--- config.mk ---
export PLATFORM = sky130hd
export DESIGN_NAME = crossyroad_lane_engine
export DESIGN_NICKNAME = d
export VERILOG_FILES = /design/src/rtl/crossyroad_pkg.sv /design/src/rtl/crossyroad_lane.sv /design/src/rtl/crossyroad_lane_engine.sv
export SDC_FILE = /design/constraint.sdc
export NUM_CORES = 1
export LEC_CHECK = 0
export ABC_AREA = 1
export CAP_MARGIN = 10
export CORE_MARGIN = 5
export CORE_UTILIZATION = 58
export CTS_BUF_LIST = sky130_fd_sc_hd__clkbuf_16
export DETAILED_ROUTE_END_ITERATION = 10
export PLACE_DENSITY = 0.79
export SYNTH_ARGS = -nofsm -noshare
export SYNTH_HDL_FRONTEND = slang
export SYNTH_SLANG_ARGS = --single-unit
--- constraint.sdc ---
create_clock -name clk -period 2.9 [get_ports clk]
set_clock_uncertainty 0.05 [all_clocks]
set_input_delay 0.58 -clock clk [delete_from_list [all_inputs] [get_ports clk]]
set_output_delay 0.58 -clock clk [all_outputs]
set_load 0.005 [all_outputs]
--- src/rtl/crossyroad_pkg.sv ---
// Shared geometry, colour codes, game states and lane-speed helper for the crossyroad game core.
package crossyroad_pkg;

    localparam int unsigned H_ACTIVE = 640;
    localparam int unsigned V_ACTIVE = 480;
    localparam int unsigned COORD_W  = 10;

    localparam int unsigned CHICK_X0 = 310;
    localparam int unsigned CHICK_X1 = 339;
    localparam int unsigned CHICK_Y0 = 400;
    localparam int unsigned CHICK_Y1 = 439;

    localparam logic [2:0] RGB_NONE  = 3'b000;
    localparam logic [2:0] RGB_OBS   = 3'b001;
    localparam logic [2:0] RGB_CHICK = 3'b010;
    localparam logic [2:0] RGB_FLASH = 3'b011;

    typedef enum logic [1:0] {
        ST_IDLE = 2'b00,
        ST_PLAY = 2'b01,
        ST_HIT  = 2'b10
    } game_state_e;

    // 1 + (score >> shift), clamped to max_spd
    function automatic logic [2:0] lane_speed(input logic [6:0] score_v,
                                              input int unsigned shift,
                                              input int unsigned max_spd);
        logic [6:0] base;
        base = score_v >> shift;
        if (base >= 7'(max_spd)) return 3'(max_spd);
        return 3'(base + 7'd1);
    endfunction

endpackage

--- src/rtl/crossyroad_lane.sv ---
// One obstacle lane: position registers, horizontal wrap, vertical ring scroll and pixel hit test.
module crossyroad_lane
    import crossyroad_pkg::*;
#(
    parameter int unsigned IDX        = 0,
    parameter int unsigned LANE_PITCH = 120,
    parameter int unsigned X_OFFSET   = 250,
    parameter int unsigned OBS_W      = 50,
    parameter int unsigned OBS_H      = 30,
    parameter int unsigned MOVE_STEP  = 30,
    parameter int unsigned RING_H     = 480
) (
    input  logic                clk,
    input  logic                rst_n,
    input  logic                init_i,
    input  logic                step_i,
    input  logic                scroll_i,
    input  logic [2:0]          spd_i,
    input  logic [COORD_W-1:0]  pixel_x_i,
    input  logic [COORD_W-1:0]  pixel_y_i,
    output logic                in_obs_c_o
);

    localparam logic [COORD_W-1:0] X_INIT = COORD_W'((IDX * X_OFFSET) % H_ACTIVE);
    localparam logic [COORD_W-1:0] Y_INIT = COORD_W'(IDX * LANE_PITCH);
    localparam bit                 MOVES_LEFT = (IDX % 2) == 1;

    logic [COORD_W-1:0] x_q, x_d, y_q, y_d, spd_w;

    // Odd lanes run leftwards, even lanes rightwards; both wrap inside the 640-px line
    always_comb begin
        spd_w = COORD_W'(spd_i);
        x_d   = x_q;
        y_d   = y_q;
        if (step_i) begin
            if (MOVES_LEFT) begin
                x_d = (x_q < spd_w) ? x_q + (COORD_W'(H_ACTIVE) - spd_w) : x_q - spd_w;
            end else begin
                x_d = x_q + spd_w;
                if (x_d >= COORD_W'(H_ACTIVE)) x_d = x_d - COORD_W'(H_ACTIVE);
            end
            if (scroll_i) begin
                y_d = y_q + COORD_W'(MOVE_STEP);
                if (y_d >= COORD_W'(RING_H)) y_d = y_d - COORD_W'(RING_H);
            end
        end
    end

    always_ff @(posedge clk) begin
        if (!rst_n || init_i) begin
            x_q <= X_INIT;
            y_q <= Y_INIT;
        end else begin
            x_q <= x_d;
            y_q <= y_d;
        end
    end

    assign in_obs_c_o = (pixel_x_i >= x_q) && (pixel_x_i < x_q + COORD_W'(OBS_W)) &&
                        (pixel_y_i >= y_q) && (pixel_y_i < y_q + COORD_W'(OBS_H)) &&
                        (pixel_y_i < COORD_W'(V_ACTIVE));

endmodule

--- src/rtl/crossyroad_lane_engine.sv ---
// Crossyroad game core: obstacle lanes, move capture, score, collision and IDLE/PLAY/HIT FSM.
module crossyroad_lane_engine
    import crossyroad_pkg::*;
#(
    parameter int unsigned NUM_LANES   = 4,
    parameter int unsigned LANE_PITCH  = 120,
    parameter int unsigned X_OFFSET    = 250,
    parameter int unsigned OBS_W       = 50,
    parameter int unsigned OBS_H       = 30,
    parameter int unsigned MOVE_STEP   = 30,
    parameter int unsigned SPEED_SHIFT = 3,
    parameter int unsigned MAX_SPEED   = 7,
    parameter int unsigned HIT_FRAMES  = 60
) (
    input  logic                clk,
    input  logic                rst_n,
    input  logic                frame_tick,
    input  logic                move_btn,
    input  logic [COORD_W-1:0]  pixel_x,
    input  logic [COORD_W-1:0]  pixel_y,
    input  logic                video_on,
    output logic [2:0]          obj_rgb,
    output logic                obj_valid,
    output logic [6:0]          score,
    output logic [1:0]          game_state
);

    localparam int unsigned RING_H     = NUM_LANES * LANE_PITCH;
    localparam int unsigned HIT_CNT_W  = ($clog2(HIT_FRAMES) > 4) ? $clog2(HIT_FRAMES) : 4;
    localparam logic [6:0]  SCORE_MAX  = 7'd99;

    game_state_e            state_q;
    logic [6:0]             score_q;
    logic [HIT_CNT_W-1:0]   hit_cnt_q;
    logic                   btn_q, move_pend_q, hit_flag_q, chick_q, obs_q;
    logic [2:0]             obj_rgb_q;
    logic                   obj_valid_q;

    logic                   btn_edge_c, lane_init_c, lane_step_c, lane_scroll_c;
    logic                   chick_c, obs_any_c;
    logic [2:0]             spd_c;
    logic [NUM_LANES-1:0]   lane_hit_c;

    for (genvar i = 0; i < NUM_LANES; i++) begin : g_lane
        crossyroad_lane #(
            .IDX        (i),
            .LANE_PITCH (LANE_PITCH),
            .X_OFFSET   (X_OFFSET),
            .OBS_W      (OBS_W),
            .OBS_H      (OBS_H),
            .MOVE_STEP  (MOVE_STEP),
            .RING_H     (RING_H)
        ) u_lane (
            .clk        (clk),
            .rst_n      (rst_n),
            .init_i     (lane_init_c),
            .step_i     (lane_step_c),
            .scroll_i   (lane_scroll_c),
            .spd_i      (spd_c),
            .pixel_x_i  (pixel_x),
            .pixel_y_i  (pixel_y),
            .in_obs_c_o (lane_hit_c[i])
        );
    end

    // Lane control decoded from the current state; all of it acts only on frame_tick
    always_comb begin
        btn_edge_c    = move_btn & ~btn_q;
        spd_c         = lane_speed(score_q, SPEED_SHIFT, MAX_SPEED);
        lane_step_c   = frame_tick && (state_q == ST_PLAY) && !hit_flag_q;
        lane_scroll_c = lane_step_c && move_pend_q;
        lane_init_c   = frame_tick && (state_q == ST_HIT) &&
                        (hit_cnt_q == HIT_CNT_W'(HIT_FRAMES - 1));
        obs_any_c     = |lane_hit_c;
        chick_c       = (pixel_x >= COORD_W'(CHICK_X0)) && (pixel_x <= COORD_W'(CHICK_X1)) &&
                        (pixel_y >= COORD_W'(CHICK_Y0)) && (pixel_y <= COORD_W'(CHICK_Y1));
    end

    always_ff @(posedge clk) begin
        if (!rst_n) begin
            state_q     <= ST_IDLE;
            score_q     <= '0;
            hit_cnt_q   <= '0;
            btn_q       <= 1'b0;
            move_pend_q <= 1'b0;
            hit_flag_q  <= 1'b0;
            chick_q     <= 1'b0;
            obs_q       <= 1'b0;
            obj_rgb_q   <= RGB_NONE;
            obj_valid_q <= 1'b0;
        end else begin
            btn_q       <= move_btn;
            // An edge coinciding with frame_tick belongs to the next frame
            move_pend_q <= frame_tick ? btn_edge_c : (move_pend_q | btn_edge_c);

            chick_q     <= video_on & chick_c;
            obs_q       <= video_on & obs_any_c;
            obj_valid_q <= video_on & (chick_c | obs_any_c);
            if (!video_on)      obj_rgb_q <= RGB_NONE;
            else if (chick_c)   obj_rgb_q <= (state_q == ST_HIT && hit_cnt_q[3]) ? RGB_FLASH : RGB_CHICK;
            else if (obs_any_c) obj_rgb_q <= RGB_OBS;
            else                obj_rgb_q <= RGB_NONE;

            if (frame_tick)                                     hit_flag_q <= 1'b0;
            else if (state_q == ST_PLAY && chick_q && obs_q)    hit_flag_q <= 1'b1;

            if (frame_tick) begin
                case (state_q)
                    ST_IDLE: if (move_pend_q) state_q <= ST_PLAY;
                    ST_PLAY: begin
                        if (hit_flag_q) begin
                            state_q   <= ST_HIT;
                            hit_cnt_q <= '0;
                        end else if (move_pend_q && score_q != SCORE_MAX) begin
                            score_q <= score_q + 7'd1;
                        end
                    end
                    ST_HIT: begin
                        if (lane_init_c) begin
                            state_q   <= ST_IDLE;
                            score_q   <= '0;
                            hit_cnt_q <= '0;
                        end else begin
                            hit_cnt_q <= hit_cnt_q + HIT_CNT_W'(1);
                        end
                    end
                    default: state_q <= ST_IDLE;
                endcase
            end
        end
    end

    assign obj_rgb    = obj_rgb_q;
    assign obj_valid  = obj_valid_q;
    assign score      = score_q;
    assign game_state = state_q;

endmodule
==> results.py, run 1 <==
metrics = {
    "outcome": {
        "outcome": "finished clean",
    },
    "sta": {
        "layout_min_cycle_time_ns": 2.834,
        "worst_pin_slew_ns": 0.7061,
        "fin_tns_setup_ns": 0,
        "setup_violations": 0,
        "hold_viol_final": 0,
        "drv_slew": 0,
        "slew_headroom_pct": 52.86,
        "fmax_mhz": 352.9,
        "period_share_pct": 97.72,
        "setup_slack_ns": 0.06626,
        "rsz0062_at_grt": "true",
    },
    "floorplan": {
        "die-width_um": 147.1,
        "die_h_um": 147.1,
        "initial_core_util_pct": 58.70,
        "fp.dieArea_um2": 21650,
        "row_count": 50,
        "io_pins": 38,
        "coreArea_um2": 18580,
    },
    "routing": {
        "topRoutingLayerUsed": "met4",
        "wl_met1_um": 11740,
        "avgViaCountPerCell": 5.438,
        "wl_met3_um": 1132,
        "wire_per_inst_um": 14.03,
        "wl_um": 27500,
        "first_pass_iters": 6,
        "vias": 10660,
        "drc": 0,
        "drtIter0Drc": 633,
        "postRouteAntennaNets": 0,
        "wl_met2_um": 13970,
    },
    "clock_tree": {
        "ctsHoldBuffers": 0,
        "cts_max_level": 3,
        "insertion_delay_ns": 0.36,
        "cts_tree": "built",
        "cts_made_buffers": 9,
        "clock_path_buffers": 2,
        "cts_num_sinks": 99,
        "clk_pin_slew_ns": 0.07,
        "ctsRootBufferMaster": "clkbuf_16",
    },
    "global_routing": {
        "grt_start_max_net_pins": 58,
        "antenna_found_initial": 0,
        "grt_usage_pct": 25.04,
        "grt_pass1_wl_um": 45560,
        "overflow": 0,
        "grt_pass1_vias": 10120,
    },
    "worst_setup_path": {
        "r2r_start": "score[4]",
        "slowest_stage": "fa_2",
        "path_max_fanout": 4,
        "critical_path_class": "reg -> reg",
        "cp-end-kind": "register",
        "critPathBufInv": 4,
        "cp_data_required_time_ns": 3.10,
        "reg2reg_slack_ns": 0.07,
        "worstPathArrival_ns": 3.03,
        "slowest_delay_ns": 0.37,
        "worst_path_most_repeated_cell": "inv_2",
        "cp_top_family": "adder cells",
        "crit_chain": "ha_4 -> nor2_4 -> o21ai_4 -> ha_2 -> inv_2 -> fa_2 -> inv_2 -> nand2_2 -> a21oi_2 -> nand2_1 -> inv_2 -> nand3_2 -> xor2_2 -> ha_1 -> inv_1 -> o211ai_1 -> nand2_1",
        "reg2reg_depth": 17,
        "reg2reg_to": "g_lane[2].u_lane.x_q[8]",
        "startpoint_type": "register",
    },
    "yosys": {
        "avgSynthCellArea_um2": 6.610,
        "ys_top_cells_by_count": "398 x nand2_1, 240 x inv_1, 198 x ha_1",
        "yosysTopAreaCellShare_pct": 22.71,
        "syn_nets": 1879,
        "yosysWarnings": 0,
        "async_reset_ff_share_pct": 0,
        "syn-cell-area_um2": 10910,
        "synth_seq_cells": 99,
        "ys_seq_area_share_pct": 18.17,
        "netlist_instances": 1650,
        "synth_cell_types": 45,
        "synth_most_common_cell": "nand2_1",
        "yosys.area.top_type": "ha_1",
        "ys_top_cells_by_area": "ha_1 23%, dfxtp_1 18%, nand2_1 14%",
        "synth-edff-count": 0,
        "synth-main-ff-cell": "dfxtp_1",
    },
    "pwr": {
        "cellLeakagePower_nw": 6.177,
        "powerDensity_nw_per_um2": 280.0,
        "finalPower_mw": 3.433,
        "ir_worst_vdd_v": 0.0002739,
    },
    "final_layout": {
        "drive_gt1_share_pct": 8.691,
        "nNetsFinal": 1950,
        "n_antenna_cell": 0,
        "fin_util_pct": 65.99,
        "syn2layout_area_growth_pct": 12.42,
        "fillCellCount": 1662,
    },
    "placed_design": {
        "dp_slack_ns": 0.005457,
        "dp_hpwl_um": 20930,
        "portBuffers": 36,
        "routabilityCongestion": 0.8902,
    },
    "job": {
        "maxCapViolations": 0,
    },
    "hold_path": {
        "min_to": "move_pend_q",
        "hp-class": "reg -> reg",
        "hold_depth": 1,
        "min_from": "btn_q",
    },
}
[logic make-up (layout without fill, tap and decap cells)]
logic type / count (synthesis) / after routing / share of synthesized area [%]
and+or+nand+nor: 742 / 742 / 29.41
AOI/OAI and AO/OA: 254 / 254 / 12.77
xor gates and xnor gates: 67 / 67 / 5.793
adders and majority gates: 204 / 204 / 23.82
buffers and inverters: 283 / 359 / 10.00
DFF: 99 / 99 / 18.17
other: 1 / 1 / 0.03438
[area by class of cell]
class | instances | area, um^2 | share of cell area (%)
clock buffer | 9 | 225.2 | 1.837
clock inverter | 7 | 66.31 | 0.5408
inverter | 257 | 964.7 | 7.867
multi-input combinational | 1268 | 7960 | 64.92
sequential | 99 | 1988 | 16.21
tap | 234 | 292.8 | 2.388
timing repair buffer | 86 | 764.5 | 6.235
[metrics by stage]
stage | area, um^2 | hold WS, ns | instances
floorplan | 10910 | 0.3579 | 1650
global placement | 11810 | 0.3608 | 1939
detailed placement | 11810 | 0.3713 | 1939
CTS | 12100 | 0.3836 | 1955
global route | 12260 | 0.3982 | 1960
finish | 12260 | 0.3834 | 1960
[flip-flops by register name, indices dropped and copies added, names as in the netlist]
signal and cells:
g_lane.u_lane.y_q 36, obj_rgb 2, move_pend_q 1, g_lane.u_lane.x_q 40, chick_q 1, obj_valid 1, hit_cnt_q 6, hit_flag_q 1
obs_q 1, score 7, game_state 2, btn_q 1
[what timing repair did]
item / 4_1_cts / 5_1_grt
endpoints found under the setup margin: 1 / 23
pin swaps: 1 / 15
resized for setup: 0 / 32
cloned: 0 / 0
setup buffers: 0 / 5
[where the power goes]
group	switching, mW	total (mW)	internal (mW)
logic	0.458	0.763	0.305
registers	0.0297	1.41	1.38
clock network	0.591	1.26	0.667
[per-layer routing]
layer | vias to the layer above | track usage (%)
li1 | 5530 | -
met1 | 4849 | 29.25
met5 | - | 0
met4 | 0 | 7.130
met2 | 221 | 47.79
met3 | 59 | 2.992
[worst max path at each step]
stage	start	endpoint	slack (ns)	cells after the start
after detailed placement	score[3]	g_lane[2].u_lane.x_q[8]	0.005	17
after floorplan	score[4]	g_lane[2].u_lane.x_q[8]	0.02	17
after global placement	score[3]	g_lane[2].u_lane.x_q[8]	0.06	17
final	score[4]	g_lane[2].u_lane.x_q[8]	0.07	17
after CTS	score[3]	g_lane[2].u_lane.x_q[8]	0.02	17
after global routing	score[4]	g_lane[2].u_lane.x_q[8]	-0.09	17
[worst reg2reg max path: cells and delay by family (launching register included)]
family | cells | cell delay [ns]
AOI/OAI and AO/OA | 3 | 0.51
adders and majority gates | 4 | 1.05
DFF | 1 | 0.36
and+or+nand+nor | 5 | 0.35
xor gates and xnor gates | 1 | 0.18
buffers and inverters | 4 | 0.23
[placed cells by master, fill, tap and decap left out, types with 10 or more instances in the layout]
cell	instances
xor2_1	50
buf_4	47
ha_1	193
nor2_1	150
inv_1	237
nand4_1	38
a21o_1	14
a21oi_1	118
nor3_1	17
inv_2	20
nor2_2	10
nand2_1	397
clkdlybuf4s50_1	36
o21ai_0	73
nand3_1	93
dfxtp_1	94
Power figures use the tool's default switching activity.
==> run 2, diff against run 1 <==
--- a/config.mk
+++ b/config.mk
@@ -8,10 +8,10 @@
 export ABC_AREA = 1
 export CAP_MARGIN = 10
 export CORE_MARGIN = 5
-export CORE_UTILIZATION = 58
+export CORE_UTILIZATION = 64
 export CTS_BUF_LIST = sky130_fd_sc_hd__clkbuf_16
 export DETAILED_ROUTE_END_ITERATION = 10
-export PLACE_DENSITY = 0.79
+export PLACE_DENSITY = 0.83
 export SYNTH_ARGS = -nofsm -noshare
 export SYNTH_HDL_FRONTEND = slang
 export SYNTH_SLANG_ARGS = --single-unit
==> constraint.sdc (replaced) <==
create_clock -name clk -period 3.2 [get_ports clk]
set_clock_uncertainty 0.05 [all_clocks]
set_input_delay 0.64 -clock clk [delete_from_list [all_inputs] [get_ports clk]]
set_output_delay 0.64 -clock clk [all_outputs]
set_load 0.005 [all_outputs]
==> run 2 against run 1 <==
- sequential share of layout area is 0.34 points higher
- combinational power shrank 10%
- largest cell class unchanged
- count of clock-buffer cells in the layout stayed put
- first-iteration DRC count decreased by 2.5%
==> results.py, run 2 (synthesized netlist as in run 1, its figures left out) <==
metrics = {
    "global_routing": {
        "grt_pass1_wl_um": 46840,
        "grt_start_max_net_pins": 58,
        "grt_pass1_vias": 10370,
        "antenna_found_initial": 0,
        "grt_usage_pct": 28.14,
        "overflow": 0,
    },
    "sta": {
        "rsz0062_at_grt": "false",
        "drv_slew": 0,
        "fmax_mhz": 337.3,
        "hold_viol_final": 0,
        "period_share_pct": 92.65,
        "slew_headroom_pct": 56.58,
        "worst_pin_slew_ns": 0.6513,
        "fin_tns_setup_ns": 0,
        "layout_min_cycle_time_ns": 2.965,
        "whs_ns": 0.3951,
        "setup_violations": 0,
    },
    "clock_tree": {
        "post_cts_buffers": 0,
        "cts_made_buffers": 9,
        "ctsRootBufferMaster": "clkbuf_16",
        "insertion_delay_ns": 0.37,
        "clk_pin_slew_ns": 0.08,
        "cts_tree": "built",
        "cts_max_level": 3,
        "clock_path_buffers": 2,
        "cts_num_sinks": 99,
    },
    "routing": {
        "postRouteAntennaNets": 0,
        "drtIter0Drc": 617,
        "wl_um": 27800,
        "wire_per_inst_um": 14.44,
        "drc": 0,
        "avgViaCountPerCell": 5.578,
        "vias": 10740,
        "first_pass_iters": 5,
    },
    "final_layout": {
        "final_common_cell": "nand2_1",
        "syn2layout_area_growth_pct": 9.786,
        "largest-register": "g_lane.u_lane.x_q",
        "final_cell_mix": "398 x nand2_1, 240 x inv_1, 198 x ha_1",
        "largest_reg_flops": 40,
        "final_cells": 1925,
        "nNetsFinal": 1929,
        "n_antenna_cell": 0,
        "fillCellCount": 1439,
        "drive_gt1_share_pct": 6.041,
    },
    "floorplan": {
        "coreArea_um2": 16640,
        "die_h_um": 140.5,
        "die-width_um": 140.5,
        "io_pins": 38,
        "initial_core_util_pct": 65.54,
        "fp.dieArea_um2": 19750,
        "row_count": 47,
    },
    "placed_design": {
        "dp_hpwl_um": 21310,
        "post-place-cells": 1909,
        "portBuffers": 36,
        "routabilityCongestion": 0.8975,
    },
    "pwr": {
        "ir_worst_vdd_v": 0.0002676,
        "powerDensity_nw_per_um2": 262.9,
        "cellLeakagePower_nw": 6.077,
    },
    "worst_setup_path": {
        "reg2reg_depth": 17,
        "slowest_stage": "fa_1",
        "reg2reg_slack_ns": 0.24,
        "critical_path_class": "reg -> reg",
        "worst_path_most_repeated_cell": "inv_1",
        "reg2reg_to": "g_lane[2].u_lane.x_q[8]",
        "path_max_fanout": 4,
        "worstPathArrival_ns": 3.18,
        "startpoint_type": "register",
        "cp_data_required_time_ns": 3.41,
        "cp-end-kind": "register",
        "crit_chain": "ha_1 -> nor2_1 -> o21ai_2 -> ha_1 -> inv_1 -> fa_1 -> inv_1 -> nand2_1 -> a21oi_1 -> nand2_1 -> inv_1 -> nand3_1 -> xor2_1 -> ha_1 -> inv_1 -> o211ai_1 -> nand2_1",
        "r2r_start": "score[3]",
        "slowest_delay_ns": 0.36,
    },
    "hold_path": {
        "hold_depth": 1,
        "min_to": "move_pend_q",
        "hp-class": "reg -> reg",
        "min_from": "btn_q",
    },
    "job": {
        "maxCapViolations": 0,
    },
    "outcome": {
        "outcome": "finished clean",
    },
}
==> run 2: cell types whose count changed in the layout (fill, tap and decap cells not counted), moves of 3 or more <==
cell and change:
inv_1 +3, inv_6 +3, ha_1 +5, ha_4 -3, a21oi_2 -4, dfxtp_1 +5
dfxtp_2 -5, buf_4 -20, inv_2 -3, a21oi_1 +4
==> run 2: per-stage QoR <==
stage               area, um^2  worst slack (ns)  power, mW  util (%)
floorplan                10910           0.02165      1.757         -
global placement         11660            0.1043      1.954     70.09
detailed placement       11660           0.04909      1.984     70.09
CTS                      11970           0.02149      3.150     71.93
global route             11970          0.003216      3.299     71.95
finish                   11970            0.2353      3.147     71.95
==> run 2: power by group <==
group	switching (mW)	internal, mW	leakage [nW]
clock	0.558	0.620	0.147
combinational	0.417	0.269	5.13
sequential	0.0302	1.25	0.801
total	1.00	2.14	6.08
==> run 2: how the worst max path moves through the flow <==
stage                     startpoint  slack (ns)                       to
after global placement      score[3]        0.10  g_lane[2].u_lane.x_q[8]
after CTS                   score[3]        0.02  g_lane[2].u_lane.x_q[8]
after floorplan             score[4]        0.02  g_lane[2].u_lane.x_q[8]
after detailed placement    score[3]        0.05  g_lane[2].u_lane.x_q[8]
after global routing        score[3]       0.003  g_lane[2].u_lane.x_q[8]
final                       score[3]        0.24  g_lane[2].u_lane.x_q[8]
==> run 2: timing repair <==
item	CTS	global route
endpoints found under the hold margin	0	0
resized for setup	0	3
hold buffers	0	0
endpoints found under the setup margin	0	18
==> run 2: cell type report <==
class / count / area (um^2) / area share, %
multi-input combinational: 1268 / 7843 / 65.50
clock inverter: 7 / 81.33 / 0.6792
clock buffer: 9 / 225.2 / 1.881
sequential: 99 / 1982 / 16.55
timing repair buffer: 65 / 603.1 / 5.037
tap: 220 / 275.3 / 2.299
inverter: 257 / 964.7 / 8.056
==> run 2: layer usage <==
| layer | share of wire (%) | vias to the layer above | track usage, % |
|---|---|---|---|
| met5 | 0 | - | 0 |
| met1 | 43 | 4924 | 34.13 |
| met4 | 2.6 | 0 | 8.873 |
| li1 | - | 5486 | - |
| met2 | 50 | 263 | 51.16 |
| met3 | 4.5 | 64 | 3.954 |
==> run 2: critical path: cells and delay by family, from the launching register on <==
kind | cells | cell delay (ns)
adders and majority gates | 4 | 1.05
AOI/OAI and AO/OA | 3 | 0.57
buffers and inverters | 4 | 0.26
DFF | 1 | 0.34
and+or+nand+nor | 5 | 0.39
xor gates and xnor gates | 1 | 0.19
==> run 3, diff against run 2 <==
--- a/config.mk
+++ b/config.mk
@@ -8,10 +8,10 @@
 export ABC_AREA = 1
 export CAP_MARGIN = 10
 export CORE_MARGIN = 5
-export CORE_UTILIZATION = 64
+export CORE_UTILIZATION = 40
 export CTS_BUF_LIST = sky130_fd_sc_hd__clkbuf_16
 export DETAILED_ROUTE_END_ITERATION = 10
-export PLACE_DENSITY = 0.83
+export PLACE_DENSITY_LB_ADDON = 0.08
 export SYNTH_ARGS = -nofsm -noshare
 export SYNTH_HDL_FRONTEND = slang
 export SYNTH_SLANG_ARGS = --single-unit
==> constraint.sdc (replaced) <==
create_clock -name clk -period 3.9 [get_ports clk]
set_clock_uncertainty 0.05 [all_clocks]
set_input_delay 0.78 -clock clk [delete_from_list [all_inputs] [get_ports clk]]
set_output_delay 0.78 -clock clk [all_outputs]
set_load 0.005 [all_outputs]
==> run 3 against run 2 <==
- design area hardly changed
- routed wire length increased by 3.3%
- first-iteration DRC count fell by 29%
- combinational power fell by 21%
- global-route usage fell by 9.1 points
- sequential power down 18%
- count of clock-buffer cells in the layout unchanged
- core utilization decreased by 27 points
- critical path depth unchanged
- largest cell class unchanged
- flip-flop and latch count stayed put
- highest routed layer unchanged
==> results.py, run 3 (synthesized netlist as in run 1, its figures left out) <==
metrics = {
    "floorplan": {
        "fp.dieArea_um2": 30670,
        "row_count": 60,
        "die-width_um": 175.1,
        "die_h_um": 175.1,
        "coreArea_um2": 26880,
        "io_pins": 38,
        "initial_core_util_pct": 40.58,
    },
    "sta": {
        "fmax_mhz": 291.9,
        "slew_headroom_pct": 47.50,
        "fin_tns_setup_ns": 0,
        "setup_violations": 0,
        "worst_pin_slew_ns": 0.7863,
        "period_share_pct": 87.84,
        "whs_ns": 0.3837,
        "hold_viol_final": 0,
        "rsz0062_at_grt": "false",
        "drv_slew": 0,
        "setup_slack_ns": 0.4742,
        "layout_min_cycle_time_ns": 3.426,
    },
    "final_layout": {
        "syn2layout_area_growth_pct": 9.877,
        "finalInstanceArea_um2": 11980,
        "final_cell_mix": "398 x nand2_1, 241 x inv_1, 198 x ha_1",
        "fillCellCount": 2831,
        "nNetsFinal": 1909,
        "largest_reg_flops": 40,
        "drive_gt1_share_pct": 4.691,
        "fin_util_pct": 44.59,
        "final_common_cell": "nand2_1",
        "largest-register": "g_lane.u_lane.x_q",
        "multiInputGateArea_um2": 7839,
        "n_antenna_cell": 0,
        "seq_area_um2": 1982,
    },
    "worst_setup_path": {
        "path_max_fanout": 7,
        "worstPathArrival_ns": 3.62,
        "r2r_start": "score[4]",
        "cp-end-kind": "register",
        "critical_path_class": "reg -> reg",
        "reg2reg_to": "g_lane[2].u_lane.x_q[8]",
        "cp_data_required_time_ns": 4.09,
        "startpoint_type": "register",
        "crit_start": "score[4]",
        "reg2reg_slack_ns": 0.47,
        "reg2reg_depth": 17,
    },
    "global_routing": {
        "overflow": 0,
        "grt-busiest-layer": "met2",
        "grt_use_met1_pct": 24.43,
        "grt_pass1_vias": 9918,
        "grt_pass1_wl_um": 48340,
        "grt_start_max_net_pins": 54,
        "grt_usage_pct": 19.08,
        "grt_use_met3_pct": 2.055,
        "use_met2_pct": 34.55,
        "antenna_found_initial": 0,
    },
    "routing": {
        "drtIter0Drc": 437,
        "first_pass_iters": 4,
        "avgViaCountPerCell": 5.004,
        "wl_um": 28710,
        "wire_per_inst_um": 14.18,
        "vias": 10130,
        "drc": 0,
        "postRouteAntennaNets": 0,
    },
    "outcome": {
        "outcome": "finished clean",
    },
    "hold_path": {
        "min_from": "btn_q",
        "hold_depth": 1,
        "hp-class": "reg -> reg",
        "min_to": "move_pend_q",
    },
    "pwr": {
        "power.share.sequential_pct": 39.7,
        "power_frac_clock_pct": 39.7,
        "p_int_mw": 1.858,
        "powerDensity_nw_per_um2": 220.6,
        "combPwrFrac_pct": 20.6,
        "cellLeakagePower_nw": 5.993,
        "switching_power_uw": 785.1,
        "switching_share_pct": 29.70,
        "ir_worst_vdd_v": 0.0002086,
    },
    "clock_tree": {
        "cts_resized": 0,
        "cts_num_sinks": 99,
        "ctsRootBufferMaster": "clkbuf_16",
        "clock_path_buffers": 2,
        "ctsHoldBuffers": 0,
        "insertion_delay_ns": 0.36,
        "post_cts_buffers": 0,
        "cts_max_level": 3,
        "cts_made_buffers": 9,
        "clk_pin_slew_ns": 0.07,
        "cts_tree": "built",
    },
    "placed_design": {
        "portBuffers": 36,
        "placed_cell_area_um2": 11650,
        "routabilityCongestion": 0.8598,
        "dp_hpwl_um": 21960,
        "dp_slack_ns": 0.4089,
    },
    "job": {
        "maxCapViolations": 0,
    },
}
-- run 3: changes by cell type in the layout (fill, tap and decap cells not counted) --
cell	before	now
buf_4	27	8
inv_6	4	0
bufinv_16	1	3
o21ai_0	73	75
buf_12	2	1
clkinv_1	0	1
clkinvlp_4	1	0
inv_1	240	241
o21ai_1	8	7
o21ai_2	1	0
-- run 3: per-layer routing --
metal  part of all wire (%)  vias to the layer above
met1                     48                     4571
met4                    1.3                        0
met5                      0                        -
met3                    2.0                       25
met2                     49                       96
li1                       -                     5441
-- run 3: final cells by class --
cell class | count | share of cell area, %
repair buffers | 45 | 3.675
well taps | 341 | 3.560
flip-flops and latches | 99 | 16.54
clock buffers | 9 | 1.879
clock inverters | 6 | 0.8874
inverters | 257 | 8.050
multi-input cells | 1268 | 65.41
-- run 3: worst max path at each step --
stage                                          to  slack [ns]  cells after the start
final                     g_lane[2].u_lane.x_q[8]        0.47                     17
after global routing      g_lane[0].u_lane.x_q[7]        0.20                     17
after CTS                 g_lane[2].u_lane.x_q[8]        0.45                     17
after detailed placement                obj_valid        0.41                     11
after global placement                  obj_valid        0.38                     11
after floorplan           g_lane[2].u_lane.x_q[8]        0.72                     17
-- run 3: through the flow --
step                      cells  power (mW)
after global placement     2010       1.617
after detailed placement   2010       1.624
after floorplan            1650       1.441
after global routing       2025       2.814
after CTS                  2025       2.687
final                      2025       2.643
-- run 3: power by group through the flow --
stage               logic [mW]  registers (mW)  clock network [mW]
floorplan                0.372            1.07                   0
global placement         0.542            1.07                   0
detailed placement       0.549            1.07                   0
CTS                      0.553            1.05                1.08
global route             0.639            1.05                1.12
finish                   0.544            1.05                1.05
-- run 3: worst max-delay path, cell delays in order (launching register included) --
cell      delay (ns)
dfxtp_1         0.47
ha_1            0.22
nor2_1          0.06
o21ai_0         0.49
ha_1            0.27
inv_1           0.06
fa_1            0.35
inv_1           0.08
nand2_1         0.07
a21oi_1         0.20
nand2_1         0.10
inv_1           0.09
nand3_1         0.08
xor2_1          0.19
ha_1            0.30
inv_1           0.03
o211ai_1        0.15
nand2_1         0.06
==> RTL change: new RTL, config.mk and constraints of run 1 <==
Make the reset (`rst_n`) asynchronous in one clocked block.
--- a/src/rtl/crossyroad_lane_engine.sv
+++ b/src/rtl/crossyroad_lane_engine.sv
@@ -76,7 +76,7 @@
                         (pixel_y >= COORD_W'(CHICK_Y0)) && (pixel_y <= COORD_W'(CHICK_Y1));
     end
 
-    always_ff @(posedge clk) begin
+    always_ff @(posedge clk or negedge rst_n) begin
         if (!rst_n) begin
             state_q     <= ST_IDLE;
             score_q     <= '0;
Function: differs if rst_n is asserted again (counterexample within 4 cycles, from zero or initial values and one cycle with rst_n low); with rst_n held inactive, the same outputs for 10 cycles.
==> RTL change against run 1 <==
Setup slack better by 0.058 ns. Area after synthesis hardly changed. Synthesized cell count is 1.3% lower. Worst hold slack worse by 0.0092 ns. Final cell count hardly changed. Final area is 3.1% higher. Die area hardly changed. Wire length is 1.6% higher. Sequential cell count is 1 lower. Critical path depth is 2 lower. Largest cell class unchanged.
Power is not compared: it rests on default switching activity, and its combinational part moved more than twofold at a synthesized area within 25%.
==> RTL change: results <==
metrics = {
    "run_status": {
        "run_status": "complete, no violations",
    },
    "place": {
        "finalWeightedCongestion": 0.909,
        "place_hpwl_mm": 21.1,
        "port-buffer-count": 36,
    },
    "synth": {
        "synth_area_leaders": "sky130_fd_sc_hd__ha_1, sky130_fd_sc_hd__dfxtp_1, sky130_fd_sc_hd__nand2_1, sky130_fd_sc_hd__inv_1, sky130_fd_sc_hd__a21oi_1",
        "sequential_cell_area_fraction_in_the_yosys_report": 0.190,
        "synth_commonest_cells": "sky130_fd_sc_hd__nand2_1, sky130_fd_sc_hd__inv_1, sky130_fd_sc_hd__ha_1, sky130_fd_sc_hd__a21oi_1, sky130_fd_sc_hd__nor2_1",
        "synth.mux.area_fraction": 0,
        "synth.lib_cells_used.distinct": 47,
        "synthesized_area_fraction_occupied_by_adder_cells": 0.239,
        "area_fraction_in_compound_gates_after_synthesis": 0.129,
        "async_reset_ff_frac": 0.224,
        "synth-xor-area-share": 0.0621,
        "syn-instance-count": 1628,
    },
    "cts": {
        "worst_skew_late_latency_ns": 0.37,
        "worst_setup_hold_path_clk_slew_ns": 0.08,
        "htree_num_levels": 3,
    },
    "finish": {
        "num_antenna_cells": 0,
        "fillers": 1618,
        "num-nets-final": 1952,
        "drive_gt1_frac": 0.107,
        "max_flop_register": "g_lane.u_lane.x_q",
    },
    "global_route": {
        "grt_util_met3": 0.0265,
        "grt_use_met2": 0.425,
        "grt_first_pass_wirelength_mm": 46.5,
        "number_of_global_route_vias_before_repair": 10100,
        "grt_max_degree": 44,
        "grt_util_overall": 0.254,
        "grt_util_met1": 0.341,
    },
    "drt": {
        "via_per_inst": 5.50,
        "finalWirelength_mm": 27.9,
        "wire_per_inst_um": 14.2,
        "first_pass_iters": 5,
        "drt-initial-drc-count": 806,
    },
    "setup_path": {
        "cp_slowest_stage_delay_ns": 0.40,
        "setup.worst_path.end_class": "flip-flop",
        "reg2reg_slack_ns": 0.12,
        "r2r.worst_path.cells": 15,
        "worst_path_max_delay_cell": "sky130_fd_sc_hd__dfrtp_1",
        "timing.critical_path.max_delay_family": "adder cells",
        "worst_r2r_endpoint": "g_lane[0].u_lane.x_q[8]$_SDFFE_PP0P_",
        "start_point_of_the_critical_path": "score[3]$_DFFE_PN0P_",
        "timing.critical_path.arrival_ns": 2.99,
    },
    "pwr": {
        "max-vdd-ir-drop_uv": 523,
    },
    "worst_hold_path": {
        "worstHoldPathType": "flip-flop to flip-flop",
    },
}
[RTL change: changes by cell type after synthesis, moves of 7 or more]
cell,run 1,this run
sky130_fd_sc_hd__a21oi_1,122,139
sky130_fd_sc_hd__nand4_1,38,29
sky130_fd_sc_hd__nor2_1,152,137
sky130_fd_sc_hd__o21ai_0,75,64
sky130_fd_sc_hd__dfxtp_1,99,76
sky130_fd_sc_hd__nor2_2,10,3
sky130_fd_sc_hd__xor2_1,52,59
sky130_fd_sc_hd__dfrtp_1,0,22
sky130_fd_sc_hd__inv_2,17,9
[RTL change: report_power, final]
group / switching [µW] / internal [µW] / total (µW) / leakage (µW)
clock: 612 / 600 / 1210 / 0.000138
combinational: 3670 / 2620 / 6290 / 0.00539
sequential: 249 / 1590 / 1840 / 0.000903
total: 4530 / 4810 / 9340 / 0.00643
[RTL change: layout make-up]
cell class | instances | share of cell area
tap | 234 | 0.0232
clock buffer | 9 | 0.0178
clock inverter | 7 | 0.00475
multi-input combinational | 1255 | 0.633
timing repair buffer | 113 | 0.0837
sequential | 98 | 0.164
inverter | 245 | 0.0732
[RTL change: worst min-delay path by stage]
stage	from	endpoint	slack, ns
after floorplan	rst_n	btn_q$_DFF_PN0_	0.23
after global placement	btn_q$_DFF_PN0_	move_pend_q$_DFF_PN0_	0.35
after detailed placement	btn_q$_DFF_PN0_	move_pend_q$_DFF_PN0_	0.37
after CTS	btn_q$_DFF_PN0_	move_pend_q$_DFF_PN0_	0.38
after global routing	btn_q$_DFF_PN0_	move_pend_q$_DFF_PN0_	0.40
final	btn_q$_DFF_PN0_	move_pend_q$_DFF_PN0_	0.37
[RTL change: metal layers]
| metal | up-vias | wire, µm |
|---|---|---|
| li1 | 5512 | - |
| met1 | 5003 | 13200 |
| met2 | 221 | 13000 |
| met3 | 41 | 1080 |
| met4 | 0 | 632 |
| met5 | - | 0 |
[RTL change: timing repair]
| action | CTS | global route |
|---|---|---|
| resized for setup | 13 | 56 |
| pin swaps | 6 | 14 |
| endpoints found under the setup margin | 16 | 27 |
| endpoints found under the hold margin | 0 | 0 |
| buffers inserted | 3 | 3 |
[RTL change: through the flow]
step | TNS (ns) | hold slack, ns | setup slack [ns] | area, µm² | utilization
2_1_floorplan | -0.00416 | 0.234 | -0.00416 | 10900 | -
3_3_place_gp | -0.126 | 0.355 | -0.0594 | 12100 | 0.648
3_5_place_dp | -0.878 | 0.373 | -0.174 | 12100 | 0.648
4_1_cts | 0 | 0.375 | 0.000299 | 12400 | 0.667
5_1_grt | -0.223 | 0.404 | -0.0580 | 12600 | 0.678
6_report | 0 | 0.374 | 0.124 | 12600 | 0.678
